===== src/rtl/demux8_deserializer_if.sv =====
// Serial-in / byte-out bus of the 8-slot deserializer: bit stream with frame
// marking on the input side, valid/ready byte hand-off and frame status on the output side.
interface demux8_deserializer_if;
    logic       din;
    logic       din_valid;
    logic       frame_start;
    logic       din_ready;
    logic [7:0] data_out;
    logic       out_valid;
    logic       out_ready;
    logic [2:0] slot;
    logic       frame_err;
    logic       err_clr;

    modport master (
        output din, din_valid, frame_start, out_ready, err_clr,
        input  din_ready, data_out, out_valid, slot, frame_err
    );

    modport slave (
        input  din, din_valid, frame_start, out_ready, err_clr,
        output din_ready, data_out, out_valid, slot, frame_err
    );
endinterface


===== src/rtl/demux8_deserializer.sv =====
// Collects eight serial bits into a shadow byte and hands the completed byte off
// through a one-deep valid/ready output register; frame_start restarts a frame.
module demux8_deserializer #(
    parameter int MSB_FIRST = 0
) (
    input logic                  clk,
    input logic                  reset_n,
    demux8_deserializer_if.slave bus
);

    function automatic logic [7:0] map_byte(input logic [7:0] b);
        logic [7:0] r;
        r = b;
        if (MSB_FIRST != 0) begin
            for (int i = 0; i < 8; i++) begin
                r[i] = b[7-i];
            end
        end
        return r;
    endfunction

    logic [2:0] slot_p0;
    logic [7:0] shadow_p0;
    logic [7:0] byte_p1;
    logic       vld_p1;
    logic       err_p1;

    logic din_ready;
    logic accept;
    logic xfer;
    logic complete;
    logic restart;
    logic err_set;

    // Only the last slot can stall, and only while the previous byte is still held.
    assign din_ready = !((slot_p0 == 3'd7) && vld_p1 && !bus.out_ready);
    assign accept    = bus.din_valid && din_ready;
    assign xfer      = vld_p1 && bus.out_ready;
    assign restart   = accept && bus.frame_start;
    assign complete  = accept && !bus.frame_start && (slot_p0 == 3'd7);
    assign err_set   = restart && (slot_p0 != 3'd0);

    // Stage p0: shadow assembly and slot counter
    always_ff @(posedge clk or negedge reset_n) begin
        if (!reset_n) begin
            slot_p0   <= 3'd0;
            shadow_p0 <= 8'h00;
        end else if (restart) begin
            shadow_p0 <= {7'b0, bus.din};
            slot_p0   <= 3'd1;
        end else if (complete) begin
            shadow_p0 <= 8'h00;
            slot_p0   <= 3'd0;
        end else if (accept) begin
            shadow_p0[slot_p0] <= bus.din;
            slot_p0            <= slot_p0 + 3'd1;
        end
    end

    // Stage p1: output byte register, hand-off flag and sticky frame error
    always_ff @(posedge clk or negedge reset_n) begin
        if (!reset_n) begin
            byte_p1 <= 8'h00;
            vld_p1  <= 1'b0;
            err_p1  <= 1'b0;
        end else begin
            if (complete) begin
                byte_p1 <= map_byte({bus.din, shadow_p0[6:0]});
                vld_p1  <= 1'b1;
            end else if (xfer) begin
                vld_p1  <= 1'b0;
            end
            // A new error on the same edge as a clear must not be lost.
            if (err_set) begin
                err_p1 <= 1'b1;
            end else if (bus.err_clr) begin
                err_p1 <= 1'b0;
            end
        end
    end

    assign bus.din_ready = din_ready;
    assign bus.data_out  = byte_p1;
    assign bus.out_valid = vld_p1;
    assign bus.slot      = slot_p0;
    assign bus.frame_err = err_p1;

endmodule


===== src/flat_wrapper.sv =====
// flat-port wrapper written by rule: the top's interface ports become plain ports
module demux8_deserializer_flat 
#(
    parameter int MSB_FIRST = 0
)
  (clk, reset_n, bus_din, bus_din_valid, bus_frame_start, bus_out_ready, bus_err_clr, bus_din_ready, bus_data_out, bus_out_valid, bus_slot, bus_frame_err);
  demux8_deserializer_if bus_i ();
  input logic clk;
  input logic reset_n;
  input wire logic [$bits(bus_i.din)-1:0] bus_din;
  input wire logic [$bits(bus_i.din_valid)-1:0] bus_din_valid;
  input wire logic [$bits(bus_i.frame_start)-1:0] bus_frame_start;
  input wire logic [$bits(bus_i.out_ready)-1:0] bus_out_ready;
  input wire logic [$bits(bus_i.err_clr)-1:0] bus_err_clr;
  output wire logic [$bits(bus_i.din_ready)-1:0] bus_din_ready;
  output wire logic [$bits(bus_i.data_out)-1:0] bus_data_out;
  output wire logic [$bits(bus_i.out_valid)-1:0] bus_out_valid;
  output wire logic [$bits(bus_i.slot)-1:0] bus_slot;
  output wire logic [$bits(bus_i.frame_err)-1:0] bus_frame_err;
  assign bus_i.din = bus_din;
  assign bus_i.din_valid = bus_din_valid;
  assign bus_i.frame_start = bus_frame_start;
  assign bus_i.out_ready = bus_out_ready;
  assign bus_i.err_clr = bus_err_clr;
  assign bus_din_ready = bus_i.din_ready;
  assign bus_data_out = bus_i.data_out;
  assign bus_out_valid = bus_i.out_valid;
  assign bus_slot = bus_i.slot;
  assign bus_frame_err = bus_i.frame_err;
  demux8_deserializer #(.MSB_FIRST(MSB_FIRST)) u_core (.clk(clk), .reset_n(reset_n), .bus(bus_i));
endmodule

===== config.mk =====
export PLATFORM = sky130hd
export DESIGN_NAME = demux8_deserializer_flat
export DESIGN_NICKNAME = d
export VERILOG_FILES = /design/src/rtl/demux8_deserializer_if.sv /design/src/rtl/demux8_deserializer.sv /design/src/flat_wrapper.sv
export SDC_FILE = /design/constraint.sdc
export NUM_CORES = 1
export LEC_CHECK = 0
export CORE_ASPECT_RATIO = 1.5
export CORE_MARGIN = 2
export CORE_UTILIZATION = 44
export DETAILED_ROUTE_END_ITERATION = 16
export GPL_TIMING_DRIVEN = 0
export MAX_ROUTING_LAYER = met4
export PLACE_DENSITY = 0.74
export SLEW_MARGIN = 20
export SYNTH_ARGS = -nofsm -noshare
export SYNTH_HDL_FRONTEND = slang
export SYNTH_SLANG_ARGS = --single-unit

===== constraint.sdc =====
create_clock -name clk -period 1.7 [get_ports clk]
set_clock_uncertainty 0.05 [all_clocks]
set_input_delay 0.17 -clock clk [delete_from_list [all_inputs] [get_ports clk]]
set_output_delay 0.17 -clock clk [all_outputs]
set_load 0.05 [all_outputs]

==> impl_results.md, run 1 <==
* DRC Markers at 0
* # rows at 21
* Top FF cell, synth: dfrtp_1
* Drt pass-1 iters at 4
* CP startpoint kind: register
* Fin worst setup slack at -64.1 ps
* Register bit total from synthesis at 20
* Mapped Cells at about 90
* Slew HR at just over 40%
* WP data arrival at ~1500 ps
* Critical path class: register to output port
* Slew Limit Fails at 0
* Total GRT Usage at 18.6%
* Antenna cell count at 0
* Die Wd at about 43 µm
* Number of port buffers at 19
* Post-synth top area share at 50.9%
* Cell area after synthesis at about 980 µm²
* Syn_nets at ~100
* Design Area, Final at roughly 1400 µm²
* Fin cells at about 140
* Post-DP Area at approximately 1300 µm²
* Layout cells sized above 1 at 27.8%
* Synth cell types at 27
* Total grt overflow at 0
* Post-synthesis sequential area ratio at between 50% and 60%
* CTS tree: done
* Fin crit share at 104%
* I/O pin count at 21
* Clk slew on worst S/H paths at roughly 110 ps
* Area added between synthesis and finish at 39.9%
* Vias in the first global route at approximately 750
* Clk sinks at 20
* Largest area contributor in the netlist: dfrtp_1
* DIE HEIGHT at about 62 µm
* Max VDD drop at roughly 0.44 mV
* YS warnings at 0
* Final Setup Violations at 2
* Register Area at 504 µm²
* Die ar. at approximately 2600 µm²
* Multi-input gate area at around 500 µm²
* Post-Route WL at ~2100 µm
* Failing checks: negative setup slack
* RSZ-0062 raised after global routing: true
* Crit path launch: u_core.bus.slot[0]
* H-Tree Depth at 1
* Vias at 798
* Synthesized area per cell at roughly 11 µm²
* Placed Cells at 131
* CTS Hold Buffers Added at 0
* Post-layout util at between 60% and 70%
* Lkg Pwr at 0.698 nW
* Clock root cell: clkbuf_4
* Global-route wire length before repair at approximately 3500 µm
* Inserted Clock Buffers at 3
* Hold path start: bus_frame_start
* Initial Util at 45.1%
* Crit. End Element: output port
* Async SR Flop Fraction at 100%
* Top post-synthesis cells by count: 20 x dfrtp_1, 9 x inv_1, 8 x mux2_2, 8 x o21ai_0, 5 x o22ai_1
* Setup TNS at -97.0 ps
* Hpwl dp at approximately 1500 µm
* Fin Hold WS at 183 ps
* Worst Hold Class: input port to register
* Status: finished, violations left
* Most frequent cell after synthesis: dfrtp_1
* Worst-Margin Slew at 891 ps
* Number of antenna violations at the first check in global routing at 0
* Total power at roughly 1.3 mW
* Top cells by area, synth: dfrtp_1 51%, mux2_2 9.2%, o21ai_0 4.1%, ha_1 3.8%, inv_1 3.4%
* Worst r2r src: u_core.bus.slot[0]
* RePlAce Congestion at between 0.8 and 0.9
* Starting DRT DRC Count at 16
* Longest Clk Path Bufs at 2
* Wire length per cell at between 15 and 20 µm
* Number of flops mapped to enable cells by yosys at 0
* DP Worst Slack at -479 ps
* CP required at 1480 ps
* Clk_lat worst skew at ~300 ps
* Final Hold Fails at 0
* NumNets Final at around 130
* Pwr dens at approximately 900 nW/µm²
* Final ANT Viol Nets at 0
* Post-DR vias/cell at slightly below 6
* F_max at 567 MHz
* Fill cell count at 169
* Post-layout min period at ~1800 ps
* Core area at 2180 µm²
* Critical path peak fanout at 6
* Largest net degree at the start of global routing at 21
* MaxCap Viol Count at 0
cells in the final DEF, fill, tap and decap left out, drive strengths merged, types with 3 or more instances in the layout:
cell and instances:
mux2 8, nand3b 3, ha 3, clkbuf 6
o22ai 5, nor4 3, dlymetal6s2s 5, nand2b 3
clkdlybuf4s50 5, a211oi 4, dlygate4sd2 8, o21ai 8
inv 10, dfrtp 20, buf 7
worst paths after layout:
| path | end | slack [ps] | cells past startpoint |
|---|---|---|---|
| setup / recovery | bus_din_ready | -60 | 5 |
| hold / removal | u_core.bus.out_valid | 180 | 2 |
| setup reg to reg | u_core.shadow_p0[4] | -30 | 5 |
| hold reg to reg | u_core.bus.data_out[4] | 470 | 1 |
| max in group asynchronous | u_core.bus.slot[2] | 690 | 1 |
| min in group asynchronous | u_core.bus.data_out[0] | 310 | 1 |
area by class of cell:
class / count / area share, %
buffer: 4 / 1.27
tap: 23 / 2.09
sequential: 20 / 36.6
clock buffer: 4 / 2.64
inverter: 10 / 3.27
multi-input combinational: 54 / 36.6
timing repair buffer: 23 / 17.5
worst max-delay path, cell delays in order, from the launching register on:
cell and delay (ps):
dfrtp_2 450, ha_4 170, ha_4 180, and3b_2 250
inv_8 70, buf_8 130
where the power goes:
part | leakage (nW) | internal (mW) | switching, mW | total [mW]
logic | 0.412 | 0.154 | 0.260 | 0.414
registers | 0.264 | 0.533 | 0.0418 | 0.575
clock network | 0.0210 | 0.131 | 0.146 | 0.277
total | 0.698 | 0.818 | 0.449 | 1.27
state kept, by name, indices dropped and copies added (netlist names):
signal                flops
u_core.shadow_p0          7
u_core.bus.data_out       8
u_core.bus.slot           3
u_core.bus.frame_err      1
u_core.bus.out_valid      1
cell families after synthesis:
group                      after synthesis  share of synthesized area, %
muxes                                    8                          9.16
buffers and inverters                   15                          6.11
DFF                                     20                          50.9
AOI/OAI and AO/OA                       24                          16.2
adders and majority gates                3                          3.82
and+or+nand+nor                         19                          13.9
layer usage:
metal | wire (µm) | GRT usage, % | vias to the layer above | share of wire, %
li1 | - | - | 377 | -
met1 | 888 | 20.3 | 398 | 42
met2 | 1140 | 33.4 | 18 | 54
met3 | 56 | 2.60 | 5 | 2.6
met4 | 38 | 9.38 | 0 | 1.8
met5 | 0 | - | - | 0
what timing repair did:
action | 4_1_cts | 5_1_grt
setup endpoints to repair | 19 | 14
resized for setup | 16 | 8
setup buffers | 3 | 1
cloned | 0 | 0
pin swaps | 2 | 1
Note: power is estimated with default switching activity, not from simulation.
==> run 2, diff against run 1 <==
--- a/config.mk
+++ b/config.mk
@@ -5,13 +5,14 @@
 export SDC_FILE = /design/constraint.sdc
 export NUM_CORES = 1
 export LEC_CHECK = 0
+export CAP_MARGIN = 20
 export CORE_ASPECT_RATIO = 1.5
 export CORE_MARGIN = 2
-export CORE_UTILIZATION = 44
+export CORE_UTILIZATION = 35
 export DETAILED_ROUTE_END_ITERATION = 16
 export GPL_TIMING_DRIVEN = 0
 export MAX_ROUTING_LAYER = met4
-export PLACE_DENSITY = 0.74
+export PLACE_DENSITY = 0.62
 export SLEW_MARGIN = 20
 export SYNTH_ARGS = -nofsm -noshare
 export SYNTH_HDL_FRONTEND = slang
==> run 2 against run 1 <==
  * The run still ends with negative setup slack left
  * Clock-buffer cell count decreased by 1
  * Non-clock buffer count increased by 1
  * Hold slack improved by 51 ps
  * Clock power increased by 74%
  * Die area increased by 24%
  * Via count increased by 0.38%
  * Global-route usage decreased by 2.5 points
  * Total power increased by 18%
  * Largest power group unchanged
  * Highest routed layer unchanged
==> impl_results.md, run 2 (synthesized netlist as in run 1, its figures left out) <==
* Status: finished, violations left
* Failing checks: negative setup slack
* Core area at between 2000 and 3000 µm²
* R2r setup slk at -20 ps
* Worst Hold Class: input port to register
* Clock root cell: clkbuf_8
* H-Tree Depth at 1
* NumNets Final at about 130
* Drt pass-1 iters at 4
* Post-Route WL at between 2000 and 2500 µm
* Worst-Margin Slew at roughly 890 ps
* Clk sinks at 20
* Clk slew on worst S/H paths at approximately 80 ps
* Clock network power share at 32.4%
* Layout cells sized above 1 at between 30% and 40%
* Vias in the first global route at 776
* Critical path peak fanout at 5
* Wire length per cell at between 15 and 20 µm
* DIE HEIGHT at 68.9 µm
* Inserted Clock Buffers at 3
* Sw Share at between 30% and 40%
* Total net switching power at between 0.4 and 0.5 mW
* RSZ-0062 raised after global routing: true
* Most frequent cells in the layout: 17 x dfrtp_1, 13 x clkdlybuf4s50_1, 9 x inv_1
* Pwr dens at 1020 nW/µm²
* Fin cells at approximately 150
* Hpwl dp at ~1500 µm
* Largest net degree at the start of global routing at 21
* Internal power at a little over 1 mW
* Power share of the combinational group at 28.8%
* Buf/Inv on CP at 2
* Post-layout min period at ~1800 ps
* Largest register FFs at 8
* Total power at 1.49 mW
* Worst-path cell chain: ha_4 > ha_4 > and3b_2 > inv_8 > buf_8
* Vias at 801
* Fin Hold WS at 234 ps
* Sequential power share at about two fifths
* Worst r2r src: u_core.bus.slot[1]
* Total grt overflow at 0
* Slew HR at roughly 41%
* Final Setup Violations at 2
* R2r worst-path depth at 7
* Most frequent CP cell: ha_4
* Hold Path Cell Cnt at 2
* Number of port buffers at 19
* Final Hold Fails at 0
* CTS tree: done
* Slew Limit Fails at 0
* CTS Hold Buffers Added at 0
* Lkg Pwr at 0.661 nW
* Hold Path End: u_core.bus.out_valid
* MaxCap Viol Count at 0
* Fin worst setup slack at -58.8 ps
* Max VDD drop at 0.631 mV
* Commonest non-fill, non-tap cell in the layout: dfrtp_1
* CP delay by family, top: flip-flops
* DRC Markers at 0
* F_max at roughly 570 MHz
* Crit. End Element: output port
* Reg2reg end: u_core.shadow_p0[1]
* Clk_lat worst skew at 270 ps
* Hold path start: bus_frame_start
* Die Wd at 47.3 µm
* CP max-delay cell: dfrtp_2
* DP Worst Slack at -484 ps
* Starting DRT DRC Count at 13
* Final ANT Viol Nets at 0
* Initial Util at between 30 and 40%
* Fin crit share at 103%
* Antenna cell count at 0
* CP required at 1480 ps
* Setup TNS at -81.5 ps
* Die ar. at 3260 µm²
* Area added between synthesis and finish at 49.4%
* Total GRT Usage at ~16%
* Number of antenna violations at the first check in global routing at 0
* Global-route wire length before repair at 3540 µm
* Post-DR vias/cell at 5.24
* I/O pin count at 21
* Critical path class: register to output port
* # rows at 23
* RePlAce Congestion at slightly below 0.9
* Slowest stage delay, CP at 450 ps
* CP startpoint kind: register
* Longest Clk Path Bufs at 2
* WP data arrival at around 1500 ps
* Placed Cells at about 150
-- run 2: layout make-up --
type | instances | area (µm²)
Tap cell | 37 | 46.3
Multi-Input combinational cell | 54 | 522
Buffer | 4 | 17.5
Clock buffer | 3 | 41.3
Clock inverter | 1 | 30.0
Fill cell | 224 | 1210
Sequential cell | 20 | 504
Timing Repair Buffer | 24 | 263
Inverter | 10 | 45.0
-- run 2: power by group through the flow --
stage	combinational, mW	clock [mW]	sequential [mW]
after global routing	0.460	0.505	0.587
after global placement	0.412	0	0.585
after detailed placement	0.417	0	0.587
after CTS	0.416	0.487	0.578
after floorplan	0.157	0	0.711
final	0.429	0.483	0.579
-- run 2: worst max-delay path by stage --
stage	from	to	cells past startpoint
2_1_floorplan	u_core.bus.slot[1]	u_core.bus.data_out[0]	5
3_3_place_gp	u_core.bus.slot[1]	bus_din_ready	6
3_5_place_dp	u_core.bus.slot[1]	bus_din_ready	6
4_1_cts	u_core.bus.slot[1]	bus_din_ready	5
5_1_grt	u_core.bus.slot[1]	bus_din_ready	5
6_report	u_core.bus.slot[1]	bus_din_ready	5
-- run 2: layer usage --
layer	vias to the layer above	global-route usage [%]	part of all wire (%)
li1	380	-	-
met1	398	17.9	41
met2	18	26.2	54
met3	5	2.34	2.8
met4	0	10.1	3.0
met5	-	-	0
-- run 2: what timing repair did --
item                       4_1_cts  5_1_grt
setup endpoints to repair       12        6
buffers inserted                 1        4
resized for setup               11       12
hold endpoints to repair         0        0
pin swaps                        3        2
-- run 2: worst reg2reg max path: cells and delay by family (launching register included) --
family	cells	cell delay (ps)
flops	1	450
compound gates	1	270
buf+inv	2	180
fa+ha+maj	2	350
simple gates	2	330
-- run 2: per-stage QoR --
step | util, % | instance area, µm²
6_report | 54.9 | 1470
5_1_grt | 54.9 | 1470
4_1_cts | 51.9 | 1390
3_5_place_dp | 48.7 | 1300
3_3_place_gp | 48.7 | 1300
2_1_floorplan | - | 1070
==> run 3, diff against run 2 <==
--- a/config.mk
+++ b/config.mk
@@ -13,7 +13,6 @@
 export GPL_TIMING_DRIVEN = 0
 export MAX_ROUTING_LAYER = met4
 export PLACE_DENSITY = 0.62
-export SLEW_MARGIN = 20
 export SYNTH_ARGS = -nofsm -noshare
 export SYNTH_HDL_FRONTEND = slang
 export SYNTH_SLANG_ARGS = --single-unit
==> results of run 3 <==
The final DEF is identical to that of run 2; final timing and power are the same.
